===== src/rtl/reg_addr_sequencer_if.sv =====
// Handshake bundle between the control unit, the address sequencer and the
// register-file port select. The master side issues operations and acts as the
// downstream consumer (ready); the slave side is the sequencer itself.
interface reg_addr_sequencer_if #(
  parameter int AW  = 4,
  parameter int IRW = 32
);
  logic           start;
  logic [1:0]     mode;
  logic [IRW-1:0] ir;
  logic [AW-1:0]  px;
  logic           ready;
  logic           busy;
  logic           out_valid;
  logic [AW-1:0]  out_addr;
  logic           out_last;
  logic           done;
  logic [AW:0]    out_count;

  modport master (
    output start, mode, ir, px, ready,
    input  busy, out_valid, out_addr, out_last, done, out_count
  );

  modport slave (
    input  start, mode, ir, px, ready,
    output busy, out_valid, out_addr, out_last, done, out_count
  );
endinterface


===== src/rtl/reg_addr_sequencer.sv =====
// Register-file address source for the control unit. Single-address modes
// emit one beat (IR field, IR field plus offset, or a fixed PC index); list
// mode walks the IR register bitmap lowest index first, one address per
// accepted beat, and finishes with a one-cycle done pulse carrying the beat
// count.
module reg_addr_sequencer #(
  parameter int            AW       = 4,
  parameter int            IRW      = 32,
  parameter logic [AW-1:0] CONST_PC = AW'(15)
) (
  input logic                clk,
  input logic                reset,
  reg_addr_sequencer_if.slave bus
);

  localparam int NREG = 1 << AW;

  typedef enum logic [1:0] {
    IDLE = 2'd0,
    EMIT = 2'd1,
    DONE = 2'd2
  } state_t;

  localparam logic [1:0] MODE_FIELD  = 2'd0;
  localparam logic [1:0] MODE_OFFSET = 2'd1;
  localparam logic [1:0] MODE_CONST  = 2'd2;
  localparam logic [1:0] MODE_LIST   = 2'd3;

  state_t          state_q, state_d;
  logic [AW-1:0]   addr_q, addr_d;
  logic            last_q, last_d;
  logic [NREG-1:0] list_q, list_d;
  logic [AW:0]     count_q, count_d;
  logic [NREG-1:0] remaining;
  logic            accept;

  // Index of the lowest set bit; zero when the vector is empty.
  function automatic logic [AW-1:0] lowest_index(input logic [NREG-1:0] v);
    logic [AW-1:0] idx;
    idx = '0;
    for (int i = NREG - 1; i >= 0; i--) begin
      if (v[i]) idx = AW'(i);
    end
    return idx;
  endfunction

  // True when exactly one bit of the vector is set.
  function automatic logic single_bit(input logic [NREG-1:0] v);
    return (v != '0) && ((v & (v - NREG'(1))) == '0);
  endfunction

  assign accept = (state_q == EMIT) && bus.ready;

  // Next-state and next-datapath logic: capture on start, advance on accept.
  always_comb begin
    state_d   = state_q;
    addr_d    = addr_q;
    last_d    = last_q;
    list_d    = list_q;
    count_d   = count_q;
    remaining = list_q & ~(NREG'(1) << addr_q);

    case (state_q)
      IDLE: begin
        if (bus.start) begin
          count_d = '0;
          list_d  = '0;
          last_d  = 1'b1;
          state_d = EMIT;
          case (bus.mode)
            MODE_FIELD:  addr_d = bus.ir[16 +: AW];
            MODE_OFFSET: addr_d = bus.ir[12 +: AW] + bus.px;
            MODE_CONST:  addr_d = CONST_PC;
            MODE_LIST: begin
              list_d = bus.ir[NREG-1:0];
              if (bus.ir[NREG-1:0] == '0) begin
                state_d = DONE;
                last_d  = 1'b0;
              end else begin
                addr_d = lowest_index(bus.ir[NREG-1:0]);
                last_d = single_bit(bus.ir[NREG-1:0]);
              end
            end
            default: addr_d = addr_q;
          endcase
        end
      end

      EMIT: begin
        if (accept) begin
          count_d = count_q + (AW+1)'(1);
          if (last_q) begin
            list_d  = '0;
            last_d  = 1'b0;
            state_d = DONE;
          end else begin
            list_d = remaining;
            addr_d = lowest_index(remaining);
            last_d = single_bit(remaining);
          end
        end
      end

      DONE: begin
        state_d = IDLE;
      end

      default: begin
        state_d = IDLE;
      end
    endcase
  end

  // State and datapath registers; reset aborts any operation in flight.
  always_ff @(posedge clk or posedge reset) begin
    if (reset) begin
      state_q <= IDLE;
      addr_q  <= '0;
      last_q  <= 1'b0;
      list_q  <= '0;
      count_q <= '0;
    end else begin
      state_q <= state_d;
      addr_q  <= addr_d;
      last_q  <= last_d;
      list_q  <= list_d;
      count_q <= count_d;
    end
  end

  assign bus.busy      = (state_q != IDLE);
  assign bus.out_valid = (state_q == EMIT);
  assign bus.out_addr  = addr_q;
  assign bus.out_last  = last_q && (state_q == EMIT);
  assign bus.done      = (state_q == DONE);
  assign bus.out_count = count_q;

  // Only a few instruction fields are decoded; the rest are deliberately ignored.
  logic unused_ir_bits;
  assign unused_ir_bits = ^bus.ir;

endmodule


===== src/flat_wrapper.sv =====
// flat-port wrapper written by rule: the top's interface ports become plain ports
module reg_addr_sequencer_flat 
#(
  parameter int            AW       = 4,
  parameter int            IRW      = 32,
  parameter logic [AW-1:0] CONST_PC = AW'(15)
)
  (clk, reset, bus_start, bus_mode, bus_ir, bus_px, bus_ready, bus_busy, bus_out_valid, bus_out_addr, bus_out_last, bus_done, bus_out_count);
  reg_addr_sequencer_if #(.AW(AW), .IRW(IRW)) bus_i ();
  input logic clk;
  input logic reset;
  input wire logic [$bits(bus_i.start)-1:0] bus_start;
  input wire logic [$bits(bus_i.mode)-1:0] bus_mode;
  input wire logic [$bits(bus_i.ir)-1:0] bus_ir;
  input wire logic [$bits(bus_i.px)-1:0] bus_px;
  input wire logic [$bits(bus_i.ready)-1:0] bus_ready;
  output wire logic [$bits(bus_i.busy)-1:0] bus_busy;
  output wire logic [$bits(bus_i.out_valid)-1:0] bus_out_valid;
  output wire logic [$bits(bus_i.out_addr)-1:0] bus_out_addr;
  output wire logic [$bits(bus_i.out_last)-1:0] bus_out_last;
  output wire logic [$bits(bus_i.done)-1:0] bus_done;
  output wire logic [$bits(bus_i.out_count)-1:0] bus_out_count;
  assign bus_i.start = bus_start;
  assign bus_i.mode = bus_mode;
  assign bus_i.ir = bus_ir;
  assign bus_i.px = bus_px;
  assign bus_i.ready = bus_ready;
  assign bus_busy = bus_i.busy;
  assign bus_out_valid = bus_i.out_valid;
  assign bus_out_addr = bus_i.out_addr;
  assign bus_out_last = bus_i.out_last;
  assign bus_done = bus_i.done;
  assign bus_out_count = bus_i.out_count;
  reg_addr_sequencer #(.AW(AW), .IRW(IRW), .CONST_PC(CONST_PC)) u_core (.clk(clk), .reset(reset), .bus(bus_i));
endmodule

===== config.mk =====
export PLATFORM = sky130hd
export DESIGN_NAME = reg_addr_sequencer_flat
export DESIGN_NICKNAME = d
export VERILOG_FILES = /design/src/rtl/reg_addr_sequencer_if.sv /design/src/rtl/reg_addr_sequencer.sv /design/src/flat_wrapper.sv
export SDC_FILE = /design/constraint.sdc
export NUM_CORES = 1
export LEC_CHECK = 0
export ABC_AREA = 1
export CAP_MARGIN = 30
export CORE_MARGIN = 2
export CORE_UTILIZATION = 30
export CTS_CLUSTER_DIAMETER = 30
export DETAILED_ROUTE_END_ITERATION = 10
export PLACE_DENSITY = 0.62
export SKIP_LAST_GASP = 1
export SLEW_MARGIN = 5
export SYNTH_ARGS = -nofsm -noshare
export SYNTH_HDL_FRONTEND = slang
export SYNTH_SLANG_ARGS = --single-unit
export TNS_END_PERCENT = 1

===== constraint.sdc =====
create_clock -name clk -period 4.7 [get_ports clk]
set_input_delay 0.94 -clock clk [delete_from_list [all_inputs] [get_ports clk]]
set_output_delay 0.94 -clock clk [all_outputs]
set_load 0.02 [all_outputs]

==> Word level (Yosys, flattened, before mapping) <==
Index checks and enable logic that the tools add are counted.
{ "classes": {"shift": 1, "add_sub_neg": 4, "n_reduce_logical": 16, "n_bitwise": 4, "mux": 58, "n_eq_ne": 10} }
{ "op_table": {"columns": ["operator", "n"], "rows": [
  ["4-bit 2-to-1 mux", 36],
  ["16-bit 2-to-1 mux", 4],
  ["16-bit bitwise AND", 3],
  ["16-bit zero test", 3],
  ["16-bit one-hot mux with 2 select lines", 1],
  ["16-bit nonzero test", 2],
  ["16-bit by 1-bit subtractor with 16-bit output (second input constant)", 2],
  ["16-bit NOT", 1],
  ["4-bit one-hot mux with 4 select lines", 1],
  ["1-bit by 4-bit left shift with 16-bit output (first input constant)", 1],
  ["2-bit 2-to-1 mux", 5],
  ["5-bit 2-to-1 mux", 2],
  ["5-bit one-hot mux with 2 select lines", 1],
  ["4-bit one-hot mux with 2 select lines", 1],
  ["2-bit equality test (second input constant)", 3],
  ["3-bit AND reduction", 2],
  ["5-bit by 1-bit adder with 5-bit output (second input constant)", 1],
  ["1-bit 2-to-1 mux", 5],
  ["5-bit AND reduction", 1],
  ["4-bit adder", 1],
  ["2-bit by 1-bit equality test with 1-bit output (second input constant)", 2],
  ["1-bit logical AND", 4],
  ["2-bit zero test", 2],
  ["2-bit by 1-bit inequality test with 1-bit output (second input constant)", 2],
  ["5 further kinds", 7]
]} }
{ "word_totals": {"in_bits": 42, "wordCells": 98, "output_inout_bits": 13, "register_bits": 28} }

==> Longest topological paths before layout <==
Gate-level depths: netlist (run 1).
{ "logic_depth": {"word_depth": 22, "mapped_depth": 21, "mapped_depth_nobuf": 21} }

==> Least setup slack after synthesis (run 1) <==
Ideal clock, no wire load.
{ "synth_path": {"path_type": "input-to-reg", "start": "in bus_ir[3]", "end": "reg u_core.last_q", "arrival_time_ns": 2.200, "path_stages": 13, "slack_ns": 2.439, "n_path_buf": 0, "required_ns": 4.639, "setup_time_ns": 0.061, "path_cell_list": "nor2_1 > nand2_1 > nor2_2 > inv_1 > o21ai_0 > nand2_1 > nor4_1 > nand3_1 > o21ai_0 > nand2_1 > nand3_2 > o21ai_2 > inv_2"} }
{ "synth_via": {"elab_chain_len": 8, "word_cells_on_any_way": 10, "cone_classes": "1 x add/sub; 4 x mux; 1 x bitwise; 4 x reduce/logical"} }
{ "synth_rtl": {"columns": ["element", "line", "text"], "rows": [
  ["from (decl)", "flat_wrapper.sv:14", "input wire logic [$bits(bus_i.ir)-1:0] bus_ir;"],
  ["16-bit by 1-bit subtractor with 16-bit output", "reg_addr_sequencer.sv:49", "return (v != '0) && ((v & (v - NREG'(1))) == '0);"],
  ["16-bit bitwise AND", "reg_addr_sequencer.sv:49", null],
  ["16-bit zero test", "reg_addr_sequencer.sv:49", null],
  ["1-bit logical AND", "reg_addr_sequencer.sv:49", null],
  ["1-bit 2-to-1 mux (*)", "reg_addr_sequencer.sv:76", "if (bus.ir[NREG-1:0] == '0) begin"],
  ["1-bit 2-to-1 mux (*)", "reg_addr_sequencer.sv:70", "case (bus.mode)"],
  ["1-bit 2-to-1 mux (*)", "reg_addr_sequencer.sv:65", "if (bus.start) begin"],
  ["1-bit one-hot mux with 2 select lines (*)", "reg_addr_sequencer.sv:63", "case (state_q)"],
  ["to (signal assigned)", "reg_addr_sequencer.sv:125", "last_q <= last_d;"],
  ["to (decl)", "reg_addr_sequencer.sv:31", "logic last_q, last_d;"]
]} }
Mark *: on every way between the ends. The rest lies on a longest branch, timed or not. The select of a mux whose other input is x is not followed.
A chain may end at the register's enable or synchronous reset.

==> Worst setup path in the final report (run 1) <==
Same ends and word-level chain as after synthesis.

==> Flow_metrics.wiki, run 1 <==
{| class="wikitable"
! Metric !! Value
|-
| Share of layout cells above drive strength 1 || 9.00%
|-
| Count of cell types in the netlist || 40
|-
| IO buf count || 42
|-
| Core footprint || 7770 um2
|-
| Clock tree from TritonCTS || done
|-
| Post-synthesis register bit count || 28
|-
| Total of endpoints with negative setup slack in the final report || 0
|-
| Count of maximum capacitance violations || 0
|-
| Cell with the most instances after synthesis || sky130_fd_sc_hd__nand2_1
|-
| Worst Setup Path Type || primary input to flop
|-
| FP Rows || 32
|-
| Clock root buffer || sky130_fd_sc_hd__clkbuf_8
|-
| Net load switching power || 901 uW
|-
| Switching part of the total power || 50.9%
|-
| Mean area per synthesized cell || 6.32 um2
|-
| Class of the most critical hold timing path || flop to flop
|-
| Post-layout net count || 470
|-
| Detailed-router iteration count before antenna repair || 4
|-
| Number of levels in the clock H-tree || 1
|-
| Capture point of the critical path || u_core.last_q
|-
| EDFF count, synth || 0
|-
| Final clock skew || 0.00805 ns
|-
| Worst Setup SP || bus_ir[3]
|-
| DR iter-0 viols || 200
|-
| Insertion delay to the later sink of the worst-skew pair || 0.28 ns
|-
| CTS hold repair buffers || 0
|-
| Number of vias per cell after detailed routing || 4.81
|-
| Total global-route track usage || 15.8%
|-
| Number of antenna diodes || 0
|-
| Required time of the worst setup path || 4.94 ns
|-
| Area share of the largest cell type after synthesis || 29.1%
|-
| Worst R2R End || u_core.bus.out_addr[0]
|-
| Post-placement cell count || 520
|-
| Comb pwr share || 61.8%
|-
| Worst hold slack after final layout || 0.508 ns
|-
| Leakage power summed over all cells || 1.38 nW
|-
| Source of the worst register-to-register timing path || u_core.bus.out_addr[3]
|-
| Sequential Power Share || 27.2%
|-
| Worst relative slew slack || 41.7%
|-
| Placed cell areas || 2960 um2
|-
| Hold wc startpoint || u_core.bus.out_count[4]
|-
| End-of-flow core utilization || 39.0%
|-
| Maximum fanout along the worst path || 4
|-
| Final std cell area, no fill || 3030 um2
|-
| Largest net degree at the start of global routing || 40
|-
| Filler cells || 860
|-
| Clock network fraction of total power || 11.1%
|-
| Clk pin slew, worst setup/hold paths || 0.10 ns
|-
| First-pass GRT wire length || 11100 um
|-
| Final Worst Setup Slack || 1.74 ns
|-
| Min Tclk post-route || 2.96 ns
|-
| Number of buffers on the longest clock path || 2
|-
| Die Footprint || 8770 um2
|-
| Sum of overflow across all layers after global routing || 0
|-
| Power per standard cell area || 585 nW/um2
|-
| Final count of hold timing violations || 0
|-
| Number of cells on the worst reg-to-reg path || 19
|-
| DIE HEIGHT || 93.6 um
|-
| Area grow syn2layout || 25.6%
|-
| Fraction of registers with async set/reset || 100%
|-
| Type of element capturing the critical path || flop
|-
| Final weighted congestion in routability-driven placement || 0.947
|-
| Cell internal power dissipation || 869 uW
|-
| Final worst-path cycle share || 63.0%
|-
| Initial antenna violation count || 0
|-
| Startpoint Class || primary input
|-
| Via count of the first global-routing pass || 2393
|-
| Post-route insts no fill || 524
|-
| Post-route total power || 1.77 mW
|-
| Commonest register cell after synthesis || sky130_fd_sc_hd__dfrtp_1
|-
| Peak ir drop on the vdd network || 0.000229 V
|-
| Final HPWL from detailed placement || 5510 um
|-
| Pre-CTS setup slack || 1.44 ns
|-
| Initial core utilization || 31.0%
|-
| Total DRC errors in the routed layout || 0
|-
| Net Count, Synth || 428
|-
| Most instantiated cells after synthesis || sky130_fd_sc_hd__nand2_1 (104), sky130_fd_sc_hd__inv_1 (50), sky130_fd_sc_hd__nor2_1 (49)
|-
| Proportion of synthesized chip area in sequential cells || 29.1%
|-
| Number of pins with negative max-slew slack in the final report || 0
|-
| CTS sink count || 28
|-
| Worst Path Arrival || 3.20 ns
|-
| Post-Route Setup TNS || 0 ns
|-
| Clock buffer count from CTS || 3
|-
| I/O pin total || 55
|-
| Netlist Area Pre-Place || 2410 um2
|-
| Total of cells resized after clock tree synthesis || 0
|-
| Top cell type by total area after synthesis || sky130_fd_sc_hd__dfrtp_1
|-
| Achievable Freq || 338 MHz
|-
| Register-to-Register Setup Slack || 2.29 ns
|-
| Worst hold stages || 1
|-
| Count of antenna-violating nets left after detailed routing || 0
|-
| Cells taking the most area after synthesis || sky130_fd_sc_hd__dfrtp_1 (29%), sky130_fd_sc_hd__nand2_1 (16%), sky130_fd_sc_hd__inv_1 (7.8%), sky130_fd_sc_hd__nor2_1 (7.6%), sky130_fd_sc_hd__a31oi_1 (5.2%)
|-
| Wire length per cell || 12.7 um
|-
| Postcts setup bufs || 0
|-
| Status || completed
|-
| Measured slew at the worst slew-check pin || 0.872 ns
|-
| Via count || 2520
|-
| Synth warnings || 0
|-
| Total Wirelength || 6670 um
|-
| Mapped Cells || 381
|-
| Die Span X || 93.6 um
|-
| Unrepaired setup endpoints after global routing || no
|}
layer usage:
| layer | vias up | GRT usage (%) | share of wire [%] |
|---|---|---|---|
| met5 | - | 0 | 0 |
| met4 | 0 | 4.59 | 1.2 |
| met3 | 5 | 0.806 | 3.3 |
| met2 | 52 | 26.9 | 46 |
| met1 | 1128 | 21.8 | 49 |
| li1 | 1335 | - | - |
final cells by class:
| type | instances | area [um2] | share of cell area [%] |
|---|---|---|---|
| multi-input cells | 288 | 1460 | 48.1 |
| flip-flops and latches | 28 | 701 | 23.1 |
| repair buffers | 44 | 455 | 15.0 |
| inverters | 58 | 218 | 7.19 |
| well taps | 102 | 128 | 4.21 |
| clock buffers | 3 | 41.3 | 1.36 |
| clock inverters | 1 | 30.0 | 0.992 |
sequential cells by signal, indices dropped and copies added, names as in the netlist:
| name | flops |
|---|---|
| u_core.list_q | 16 |
| u_core.bus.out_count | 5 |
| u_core.bus.out_addr | 4 |
| u_core.state_q | 2 |
| u_core.last_q | 1 |
cells in the final DEF (no fill, tap or decap), drive strengths merged, types with 2 or more instances in the layout:
cell and n:
a211oi 2, a21oi 14, a31oi 20, buf 2, clkbuf 3, clkdlybuf4s50 42
dfrtp 28, ha 4, inv 57, nand2 106, nand3 20, nand4 3
nor2 56, nor3 2, o2111ai 4, o21ai 37, or2 7, xor2 2
critical path, cell delays in order:
cell and delay (ns):
sky130_fd_sc_hd__clkdlybuf4s50_1 0.47, sky130_fd_sc_hd__nor2_1 0.19, sky130_fd_sc_hd__nand2_1 0.13, sky130_fd_sc_hd__nor2_2 0.21, sky130_fd_sc_hd__inv_1 0.10, sky130_fd_sc_hd__o21ai_0 0.15, sky130_fd_sc_hd__nand2_1 0.09, sky130_fd_sc_hd__nor4_1 0.18
sky130_fd_sc_hd__nand3_1 0.11, sky130_fd_sc_hd__o21ai_0 0.27, sky130_fd_sc_hd__nand2_1 0.13, sky130_fd_sc_hd__nand3_2 0.10, sky130_fd_sc_hd__o21ai_2 0.06, sky130_fd_sc_hd__inv_2 0.06
power by group through the flow:
stage          registers, mW  clock network [mW]  logic [mW]
6_report               0.481               0.196        1.09
5_1_grt                0.499               0.207        1.24
4_1_cts                0.480               0.200        1.09
3_5_place_dp           0.485                   0        1.09
3_3_place_gp           0.482                   0        1.07
2_1_floorplan          0.476                   0       0.784
worst min path at each step:
stage                                    to  slack, ns
finish              u_core.bus.out_count[4]       0.51
global route        u_core.bus.out_count[4]       0.55
CTS                 u_core.bus.out_count[4]       0.51
detailed placement  u_core.bus.out_count[4]       0.49
global placement    u_core.bus.out_count[4]       0.47
floorplan                     u_core.last_q       0.49
kinds of logic after synthesis:
family / after synthesis / share of synthesized area, %
xor gates and xnor gates: 3 / 1.09
buffers and inverters: 65 / 10.5
AOI/OAI and AO/OA: 83 / 20.8
and+or+nand+nor: 196 / 35.2
adders and majority gates: 6 / 3.32
DFF: 28 / 29.1
Note: power is estimated with default switching activity, not from simulation.
==> run 2: changes to the inputs <==
- PLACE_DENSITY: 0.62 -> 0.64
- clock period: 4.7 -> 2.6 ns (I/O delays scaled with it)
==> run 2 against run 1 <==
  * Global-route usage rose by 0.71 points
  * Wire length is 3.0% higher
  * Count of clock-buffer cells in the layout did not move
  * Critical path type unchanged
  * Critical path depth increased by 1
  * Register-to-register slack lost 1.9 ns
  * Clock skew is 0.00069 ns higher
  * Worst hold slack worse by 0.0062 ns
  * Design area increased by 6.7%
  * Die area stayed put
  * Cell count grew 5.3%
  * Worst setup slack got worse by 1.5 ns
==> Flow_metrics.wiki, run 2 (synthesis results as in run 1) <==
{| class="wikitable"
! Metric !! Value
|-
| Min Tclk post-route || 2.34 ns
|-
| Total DRC errors in the routed layout || 0 (unchanged)
|-
| Number of pins with negative max-slew slack in the final report || 0 (unchanged)
|-
| Area taken by multi-input logic gates || 1460 um2 (unchanged)
|-
| Final count of hold timing violations || 0 (unchanged)
|-
| Total global-route track usage || 16.5% (+0.71 points)
|-
| Measured slew at the worst slew-check pin || 0.439 ns (-0.433 ns)
|-
| Source of the worst register-to-register timing path || u_core.bus.out_addr[0]
|-
| Worst R2R End || u_core.last_q
|-
| Die Span X || 93.6 um (unchanged)
|-
| Final clock skew || 0.00874 ns (+0.000694 ns)
|-
| Number of vias per cell after detailed routing || 4.83 (+0.39%)
|-
| Total Wirelength || 6870 um (+3.0%)
|-
| Postcts setup bufs || 0 (unchanged)
|-
| Post-route total power || 3.31 mW (+87%)
|-
| Post-layout net count || 498 (+6.0%)
|-
| Number of antenna diodes || 0 (unchanged)
|-
| Leakage power summed over all cells || 1.51 nW (+9.6%)
|-
| Final HPWL from detailed placement || 5800 um (+5.2%)
|-
| Insertion delay to the later sink of the worst-skew pair || 0.28 ns (about the same)
|-
| Sum of overflow across all layers after global routing || 0 (unchanged)
|-
| Clock root buffer || sky130_fd_sc_hd__clkbuf_8
|-
| DIE HEIGHT || 93.6 um (unchanged)
|-
| Share of layout cells above drive strength 1 || 14.7% (+5.7 points)
|-
| Peak ir drop on the vdd network || 0.000436 V (+91%)
|-
| Worst path most repeated cell || sky130_fd_sc_hd__nand2_1
|-
| Core footprint || 7770 um2 (unchanged)
|-
| Required time of the worst setup path || 2.83 ns (-2.11 ns)
|-
| Area grow syn2layout || 34.1%
|-
| Worst Path Arrival || 2.57 ns (-0.63 ns)
|-
| DR iter-0 viols || 169 (-16%)
|-
| Total of cells resized after clock tree synthesis || 0 (unchanged)
|-
| Total of endpoints with negative setup slack in the final report || 0 (unchanged)
|-
| Register area || 701 um2 (unchanged)
|-
| FP Rows || 32 (unchanged)
|-
| Ordered cell list for the critical path || clkdlybuf4s50_1 > nor2_1 > nand2_1 > nor2_2 > inv_1 > o21ai_0 > nand2_1 > nor4_1 > nand3_1 > o21ai_0 > buf_4 > nand2_1 > nand3_2 > o21ai_2 > inv_2
|-
| Initial antenna violation count || 0 (unchanged)
|-
| Detailed-router iteration count before antenna repair || 4 (unchanged)
|-
| Status || completed
|-
| Wire length per cell || 12.5 um (-2.2%)
|-
| Die Footprint || 8770 um2 (unchanged)
|-
| Class of the most critical hold timing path || flop to flop
|-
| CTS hold repair buffers || 0 (unchanged)
|-
| Achievable Freq || 427 MHz
|-
| Clock buffer count from CTS || 3 (unchanged)
|-
| Number of cells on the worst reg-to-reg path || 13 (-6)
|-
| Largest net degree at the start of global routing || 23 (-43%)
|-
| Final weighted congestion in routability-driven placement || 0.932 (-1.6%)
|-
| Number of buffers on the longest clock path || 2 (unchanged)
|-
| Unrepaired setup endpoints after global routing || no
|-
| Worst Setup Path Type || primary input to flop
|-
| Hold worst-path end || u_core.bus.out_count[4]
|-
| Worst hold slack after final layout || 0.502 ns (-0.00617 ns)
|-
| Startpoint Class || primary input
|-
| Most frequent standard cell in the layout excluding fill and tap cells || sky130_fd_sc_hd__nand2_1
|-
| Filler cells || 842 (-2.1%)
|-
| Number of levels in the clock H-tree || 1 (unchanged)
|-
| Type of element capturing the critical path || flop
|-
| I/O pin total || 55 (unchanged)
|-
| Clk pin slew, worst setup/hold paths || 0.10 ns (about the same)
|-
| End-of-flow core utilization || 41.6% (+2.6 points)
|-
| Final std cell area, no fill || 3230 um2 (+6.7%)
|-
| Biggest register || u_core.list_q
|-
| Hold wc startpoint || u_core.bus.out_count[4]
|-
| Post-route insts no fill || 552 (+5.3%)
|-
| Placed cell areas || 3160 um2 (+6.9%)
|-
| Post-placement cell count || 548 (+5.4%)
|-
| CTS sink count || 28 (unchanged)
|-
| Final worst-path cycle share || 90.1%
|-
| Clock tree from TritonCTS || done
|-
| Biggest cell delay along the critical path || 0.44 ns (-0.03 ns)
|-
| Count of maximum capacitance violations || 0 (unchanged)
|-
| Count of antenna-violating nets left after detailed routing || 0 (unchanged)
|-
| Critical-path top delay cell || sky130_fd_sc_hd__clkdlybuf4s50_1
|-
| Worst hold stages || 1 (unchanged)
|-
| Worst relative slew slack || 70.4% (+29 points)
|-
| Highest-count cells in the layout ignoring fill and taps || sky130_fd_sc_hd__nand2_1 (104), sky130_fd_sc_hd__inv_1 (50), sky130_fd_sc_hd__nor2_1 (49)
|-
| First-pass GRT wire length || 11600 um (+5.2%)
|-
| Maximum fanout along the worst path || 4 (unchanged)
|-
| Power per standard cell area || 1030 nW/um2 (+75%)
|-
| Number of flip-flops in the largest register || 16 (unchanged)
|-
| Initial core utilization || 31.0% (unchanged)
|-
| Register-to-Register Setup Slack || 0.37 ns (-1.92 ns)
|-
| IO buf count || 42 (unchanged)
|-
| Via count of the first global-routing pass || 2504 (+4.6%)
|-
| Via count || 2665 (+5.8%)
|}
==> run 2: changes by cell type in the layout (fill, tap and decap cells not counted) <==
| cell | before | now |
|---|---|---|
| sky130_fd_sc_hd__buf_16 | 1 | 0 |
| sky130_fd_sc_hd__buf_12 | 0 | 1 |
| sky130_fd_sc_hd__buf_4 | 1 | 29 |
==> run 2: how the worst max path moves through the flow <==
stage	from	end	depth (start not counted)
floorplan	u_core.bus.out_addr[1]	u_core.bus.out_addr[0]	20
global placement	bus_ir[7]	u_core.last_q	15
detailed placement	bus_ir[6]	u_core.last_q	15
CTS	bus_ir[6]	u_core.last_q	15
global route	bus_ir[6]	u_core.last_q	15
finish	bus_ir[3]	u_core.last_q	15
==> run 2: power breakdown <==
part           switching, mW  internal (mW)  leakage, nW
clock                  0.137          0.206       0.0357
sequential             0.183          0.648        0.345
combinational           1.32          0.820         1.13
total                   1.64           1.68         1.51
==> run 2: layout make-up <==
cell class                 count  area share, %
sequential                    28           21.7
multi-input combinational    288           45.0
inverter                      58           6.74
tap                          102           3.95
clock buffer                   3           1.28
timing repair buffer          72           20.4
clock inverter                 1          0.930
==> run 2: routing by layer <==
| metal | share of wire [%] | track usage [%] | wire [um] |
|---|---|---|---|
| met1 | 47 | 22.1 | 3210 |
| met2 | 47 | 28.3 | 3220 |
| met3 | 4.3 | 1.37 | 297 |
| met4 | 2.0 | 5.31 | 139 |
| met5 | 0 | 0 | 0 |
==> run 2: worst max-delay path: cells and delay by family <==
family	cells	cell delay, ns
and+or+nand+nor	8	0.95
AOI/OAI and AO/OA	3	0.37
buffers and inverters	4	0.72
==> run 2: metrics by stage <==
| step | setup TNS [ns] | setup slack [ns] |
|---|---|---|
| 2_1_floorplan | 0 | 0.731 |
| 3_3_place_gp | -0.00756 | -0.00756 |
| 3_5_place_dp | -0.0574 | -0.0574 |
| 4_1_cts | 0 | 0.241 |
| 5_1_grt | 0 | 0.0505 |
| 6_report | 0 | 0.258 |
==> patch 1, RTL diff (settings of run 1) <==
Take the reset off `addr_q` and load it in a clocked block of its own.
--- a/src/rtl/reg_addr_sequencer.sv
+++ b/src/rtl/reg_addr_sequencer.sv
@@ -115,17 +115,19 @@
   always_ff @(posedge clk or posedge reset) begin
     if (reset) begin
       state_q <= IDLE;
-      addr_q  <= '0;
       last_q  <= 1'b0;
       list_q  <= '0;
       count_q <= '0;
     end else begin
       state_q <= state_d;
-      addr_q  <= addr_d;
       last_q  <= last_d;
       list_q  <= list_d;
       count_q <= count_d;
     end
+  end
+
+  always_ff @(posedge clk) begin
+    addr_q <= addr_d;
   end
 
   assign bus.busy      = (state_q != IDLE);
Check against the original RTL: not equivalent (Yosys sat finds a counterexample within 4 cycles, from zero or initial values and one cycle with reset high).
==> patch 1 against run 1 <==
Sequential cell count is the same; power down 0.43%; area after synthesis is 1.1% higher; cell area increased by 0.62%; synthesized cell count up 2.4%; worst setup slack improved by 89 ps; routed wire length increased by 4.3%; count of clock-buffer cells in the layout increased by 1.
==> patch 1: results (changes against run 1) <==
The flow ran to the end, and the final reports show no timing, DRC or antenna violations. The global-route wire length before repair was 11,500 µm (was 11,100 µm). For the count of fill cells added during filler insertion, the log shows 827 (was 860).

The met1 track utilization from global routing came out at 22.3% (was 21.8%). Worst reg2reg path startpoint: u_core.bus.out_addr[3]$_DFFE_PP_ (was u_core.bus.out_addr[3]$_DFFE_PP0P_). Post-synthesis async set-or-reset flop share: 85.7% (was 100%). The tools report the worst voltage drop across the vdd grid as 179 µV (was 229 µV).

Largest cells by area after synthesis: sky130_fd_sc_hd__dfrtp_1 (25%), sky130_fd_sc_hd__nand2_1 (18%), sky130_fd_sc_hd__inv_1 (8.0%), sky130_fd_sc_hd__nor2_1 (7.2%), sky130_fd_sc_hd__a31oi_1 (5.1%) (was sky130_fd_sc_hd__dfrtp_1 (29%), sky130_fd_sc_hd__nand2_1 (16%), sky130_fd_sc_hd__inv_1 (7.8%), sky130_fd_sc_hd__nor2_1 (7.6%), sky130_fd_sc_hd__a31oi_1 (5.2%)). For the met2 demand-to-capacity share in global routing, the log shows 28.1% (was 26.9%). Most used standard cells in the synthesized netlist: sky130_fd_sc_hd__nand2_1 (118), sky130_fd_sc_hd__inv_1 (52), sky130_fd_sc_hd__nor2_1 (47), sky130_fd_sc_hd__dfrtp_1 (24) (was sky130_fd_sc_hd__nand2_1 (104), sky130_fd_sc_hd__inv_1 (50), sky130_fd_sc_hd__nor2_1 (49), sky130_fd_sc_hd__dfrtp_1 (28), sky130_fd_sc_hd__a31oi_1 (20)). The actual slew at the worst max-slew pin was 856 ps (was 872 ps).

The tools report the weighted congestion at the end of routability-driven global placement as 0.972 (was 0.947). Leakage power: 1.41 nW (was 1.38 nW). The count of vias placed by the detailed router was 2,654 (was 2,520).

The via count of the first global-routing pass came out at 2,458 (was 2,393). The share of synthesized area occupied by flip-flops and latches was 29.6% (was 29.1%). The run gives 22 (was 40) as the largest net degree at the start of global routing.

The met3 wire length was 290 µm (was 219 µm); the stage delay of the slowest cell on the critical path was 570 ps (was 470 ps). The tools report the start point of the critical path as bus_ir[12] (was bus_ir[3]). The tools report the cell area reported after detailed placement as 2990 µm² (was 2960 µm²).

For the met2 layer wire length in the routed design, the log shows 3260 µm (was 3080 µm). The tools report the end point of the critical path as u_core.bus.out_addr[2]$_DFFE_PP_ (was u_core.last_q$_DFFE_PP0P_). The run gives 172 (was 200) as the number of DRC markers after the initial detailed-route iteration.

The cell depth of the worst flop-to-flop path works out to 9 (was 19). Number of enable-type register cells in the synthesized netlist: 4 (was 0). For the global router's overall resource usage, the log shows 16.3% (was 15.8%). The logs give 515 ps (was 508 ps) for the worst-case hold slack and 5 (was 4) for the first-pass iteration count of the detailed router.
-- patch 1: changes by cell type in the layout (fill, tap and decap cells not counted), moves of 4 or more --
cell / delta
sky130_fd_sc_hd__nand2_2: +4
sky130_fd_sc_hd__or2_2: -5
sky130_fd_sc_hd__o21ai_1: -7
sky130_fd_sc_hd__dfrtp_1: -4
sky130_fd_sc_hd__o2111ai_1: -4
sky130_fd_sc_hd__edfxtp_1: +4
sky130_fd_sc_hd__nor3_1: +6
sky130_fd_sc_hd__nand4_1: +8
sky130_fd_sc_hd__nand2_1: +14
sky130_fd_sc_hd__nand3_1: -5
-- patch 1: cell families (layout without fill, tap and decap cells) --
family | count (synthesis) | count (layout) | synth area share, %
xor gates and xnor gates | 2 | 2 | 0.719
DFF | 28 | 28 | 29.6
buffers and inverters | 67 | 109 | 10.7
AOI/OAI and AO/OA | 74 | 74 | 18.2
and+or+nand+nor | 213 | 213 | 37.5
adders and majority gates | 6 | 6 | 3.29
-- patch 1: cell type report --
type / instances / area (µm²) / area share [%]
Timing Repair Buffer: 45 / 463 / 15.2
Tap cell: 102 / 128 / 4.19
Sequential cell: 28 / 721 / 23.7
Multi-Input combinational cell: 295 / 1460 / 47.8
Clock buffer: 4 / 55.1 / 1.81
Inverter: 60 / 225 / 7.39
-- patch 1: where the power goes --
group | internal [mW] | total [mW] | switching (mW)
sequential | 0.377 | 0.492 | 0.115
combinational | 0.388 | 1.11 | 0.725
clock | 0.0753 | 0.158 | 0.0823
-- patch 1: through the flow --
stage / setup slack (ps) / cells / power (mW)
floorplan: 2320 / 390 / 1.26
global placement: 1560 / 529 / 1.58
detailed placement: 1510 / 530 / 1.60
CTS: 1820 / 534 / 1.76
global route: 1610 / 534 / 1.92
finish: 1830 / 534 / 1.76
==> patch 2, RTL diff (config.mk and constraints of run 1) <==
Made on the original files. Remove the case item `MODE_OFFSET` of the case on `bus.mode`.
--- a/src/rtl/reg_addr_sequencer.sv
+++ b/src/rtl/reg_addr_sequencer.sv
@@ -69,7 +69,6 @@
           state_d = EMIT;
           case (bus.mode)
             MODE_FIELD:  addr_d = bus.ir[16 +: AW];
-            MODE_OFFSET: addr_d = bus.ir[12 +: AW] + bus.px;
             MODE_CONST:  addr_d = CONST_PC;
             MODE_LIST: begin
               list_d = bus.ir[NREG-1:0];
Check against the original RTL: not equivalent (a bounded check fails within 4 cycles, from zero or initial values and one cycle with reset high).
==> patch 2 against run 1 <==
Area after synthesis down 2.3%; worst setup slack gained 27 ps; hold slack better by 45 ps; routed wire length is 1.4% lower; die area fell by 2.2%; cell area is 3.9% lower; sequential cell count unchanged; power increased by 0.73%.
==> patch 2: results (changes against run 1) <==
The run finished with clean final reports. The global router's overall resource usage came out at 16.0% (was 15.8%). The count of fill cells added during filler insertion was 820 (was 860).

The count of buffers inserted at the top-level ports is 38 (was 42), and the number of buffers added to fix hold violations after cts is 0 (unchanged). The number of DRC markers after the initial detailed-route iteration was 135 (was 200); the leakage power was 1.31 nW (was 1.38 nW). For the worst clock skew, the log shows 10.2 ps (was 8.05 ps).

The clock insertion delay at the later pin of the skew report was 280 ps (about the same); the yosys synthesis warning count was 0 (unchanged). The run gives 40 (unchanged) as the post-synthesis cell type count. The number of flip-flops in the largest register is 16 (unchanged).

For the number of nets in the finished design, the log shows 446 (was 470). The fraction of layout instances using a drive strength above 1 was 11.2% (was 9.00%); the largest net degree at the start of global routing was 41 (was 40). The routed length per instance was 13.1 µm (was 12.7 µm). Commonest register cell after synthesis: sky130_fd_sc_hd__dfrtp_1 (unchanged).

The share of synthesized area occupied by flip-flops and latches came out at 29.8% (was 29.1%). The root buffer cell was sky130_fd_sc_hd__clkbuf_8 (unchanged). The logs give 6580 µm (was 6670 µm) for the sum of routed wire length over all layers and 192 µV (was 229 µV) for the worst voltage drop across the vdd grid.

The synthesized net count is 411 (was 428). The via density per instance is 4.80 (was 4.81). The count of placed standard cells including taps was 500 (was 520).

The weighted congestion at the end of routability-driven global placement came out at 0.862 (was 0.947). Most used standard cells in the synthesized netlist: sky130_fd_sc_hd__nand2_1 (102), sky130_fd_sc_hd__nor2_1 (50), sky130_fd_sc_hd__inv_1 (43), sky130_fd_sc_hd__dfrtp_1 (28), sky130_fd_sc_hd__a31oi_1 (17) (was sky130_fd_sc_hd__nand2_1 (104), sky130_fd_sc_hd__inv_1 (50), sky130_fd_sc_hd__nor2_1 (49), sky130_fd_sc_hd__dfrtp_1 (28), sky130_fd_sc_hd__a31oi_1 (20)). Largest cells by area after synthesis: sky130_fd_sc_hd__dfrtp_1 (30%), sky130_fd_sc_hd__nand2_1 (16%), sky130_fd_sc_hd__nor2_1 (8.0%), sky130_fd_sc_hd__inv_1 (6.9%), sky130_fd_sc_hd__a31oi_1 (4.5%) (was sky130_fd_sc_hd__dfrtp_1 (29%), sky130_fd_sc_hd__nand2_1 (16%), sky130_fd_sc_hd__inv_1 (7.8%), sky130_fd_sc_hd__nor2_1 (7.6%), sky130_fd_sc_hd__a31oi_1 (5.2%)).

The total of cells resized after clock tree synthesis is 0 (unchanged), and the via count of the first global-routing pass is 2,399 (was 2,393). The detailed placer's ending HPWL is 5290 µm (was 5510 µm), and the post-CTS setup buffer count is 0 (unchanged). The synthesized area divided by synthesized cell count was 6.40 µm² (was 6.32 µm²). The worst min-delay path class is reg -> reg (unchanged). The cell area reported after detailed placement was 2840 µm² (was 2960 µm²).

The highest net fanout along the worst path came out at 11 (was 4). The run gives 11,100 µm (about the same) as the global-route wire length before repair. Clock-pin slew was measured on the worst setup and hold paths at 110 ps. The actual slew at the worst max-slew pin works out to 867 ps (was 872 ps).
[patch 2: changes by cell type in the layout (fill, tap and decap cells not counted), sizes merged, moves of 3 or more]
| cell | run 1 | this run |
|---|---|---|
| o21ai | 37 | 27 |
| inv | 57 | 54 |
| nand3 | 20 | 16 |
| ha | 4 | 1 |
| nor3 | 2 | 8 |
| a31oi | 20 | 17 |
| nand4 | 3 | 10 |
| clkdlybuf4s50 | 42 | 38 |
[patch 2: path summary, 6_finish.rpt]
kind / from / to / slack [ps] / cells after the start
max: u_core.state_q[0]$_DFFE_PP0P_ / bus_out_last / 1770 / 5
min: u_core.list_q[6]$_DFFE_PP0P_ / u_core.list_q[6]$_DFFE_PP0P_ / 550 / 2
max reg2reg: u_core.state_q[0]$_DFFE_PP0P_ / u_core.last_q$_DFFE_PP0P_ / 2050 / 12
min reg2reg: u_core.list_q[6]$_DFFE_PP0P_ / u_core.list_q[6]$_DFFE_PP0P_ / 550 / 2
max in group asynchronous: reset / u_core.list_q[15]$_DFFE_PP0P_ / 3350 / 3
min in group asynchronous: reset / u_core.bus.out_count[1]$_DFFE_PP0P_ / 910 / 2
[patch 2: final cells by class]
class,instances,area (µm²),share of cell area (%)
clock inverter,1,30.0,1.03
timing repair buffer,39,408,14.0
tap,102,128,4.39
inverter,54,205,7.05
clock buffer,3,41.3,1.42
multi-input combinational,277,1400,48.0
sequential,28,701,24.1
[patch 2: logic make-up after synthesis]
group | synth area share (%)
buf+inv | 10.8
flops | 29.8
simple gates | 38.7
fa+ha+maj | 0.532
xor+xnor | 0.372
compound gates | 19.8
[patch 2: stage by stage]
stage / power (mW) / hold WS [ps] / setup WS [ps]
after floorplan: 1.29 / 511 / 2450
after global placement: 1.57 / 528 / 1500
after detailed placement: 1.59 / 532 / 1530
after CTS: 1.79 / 556 / 1790
after global routing: 1.96 / 599 / 1540
final: 1.78 / 554 / 1770
[patch 2: layer usage]
metal	GRT usage [%]	vias up	wire length, µm
li1	-	1287	-
met1	21.9	1084	3210
met2	26.4	40	3050
met3	1.55	6	200
met4	5.60	0	121
met5	0	-	0
[patch 2: where the power goes]
part           switching [mW]  total (mW)  internal, mW
combinational           0.719        1.10         0.385
clock                  0.0805       0.195         0.114
sequential              0.127       0.484         0.357
[patch 2: worst max-delay path, cell delays in order (launching register included)]
cell	delay, ps
sky130_fd_sc_hd__dfrtp_1	390
sky130_fd_sc_hd__inv_2	60
sky130_fd_sc_hd__nor2_2	250
sky130_fd_sc_hd__inv_2	170
sky130_fd_sc_hd__nor2_1	190
sky130_fd_sc_hd__clkdlybuf4s50_1	630
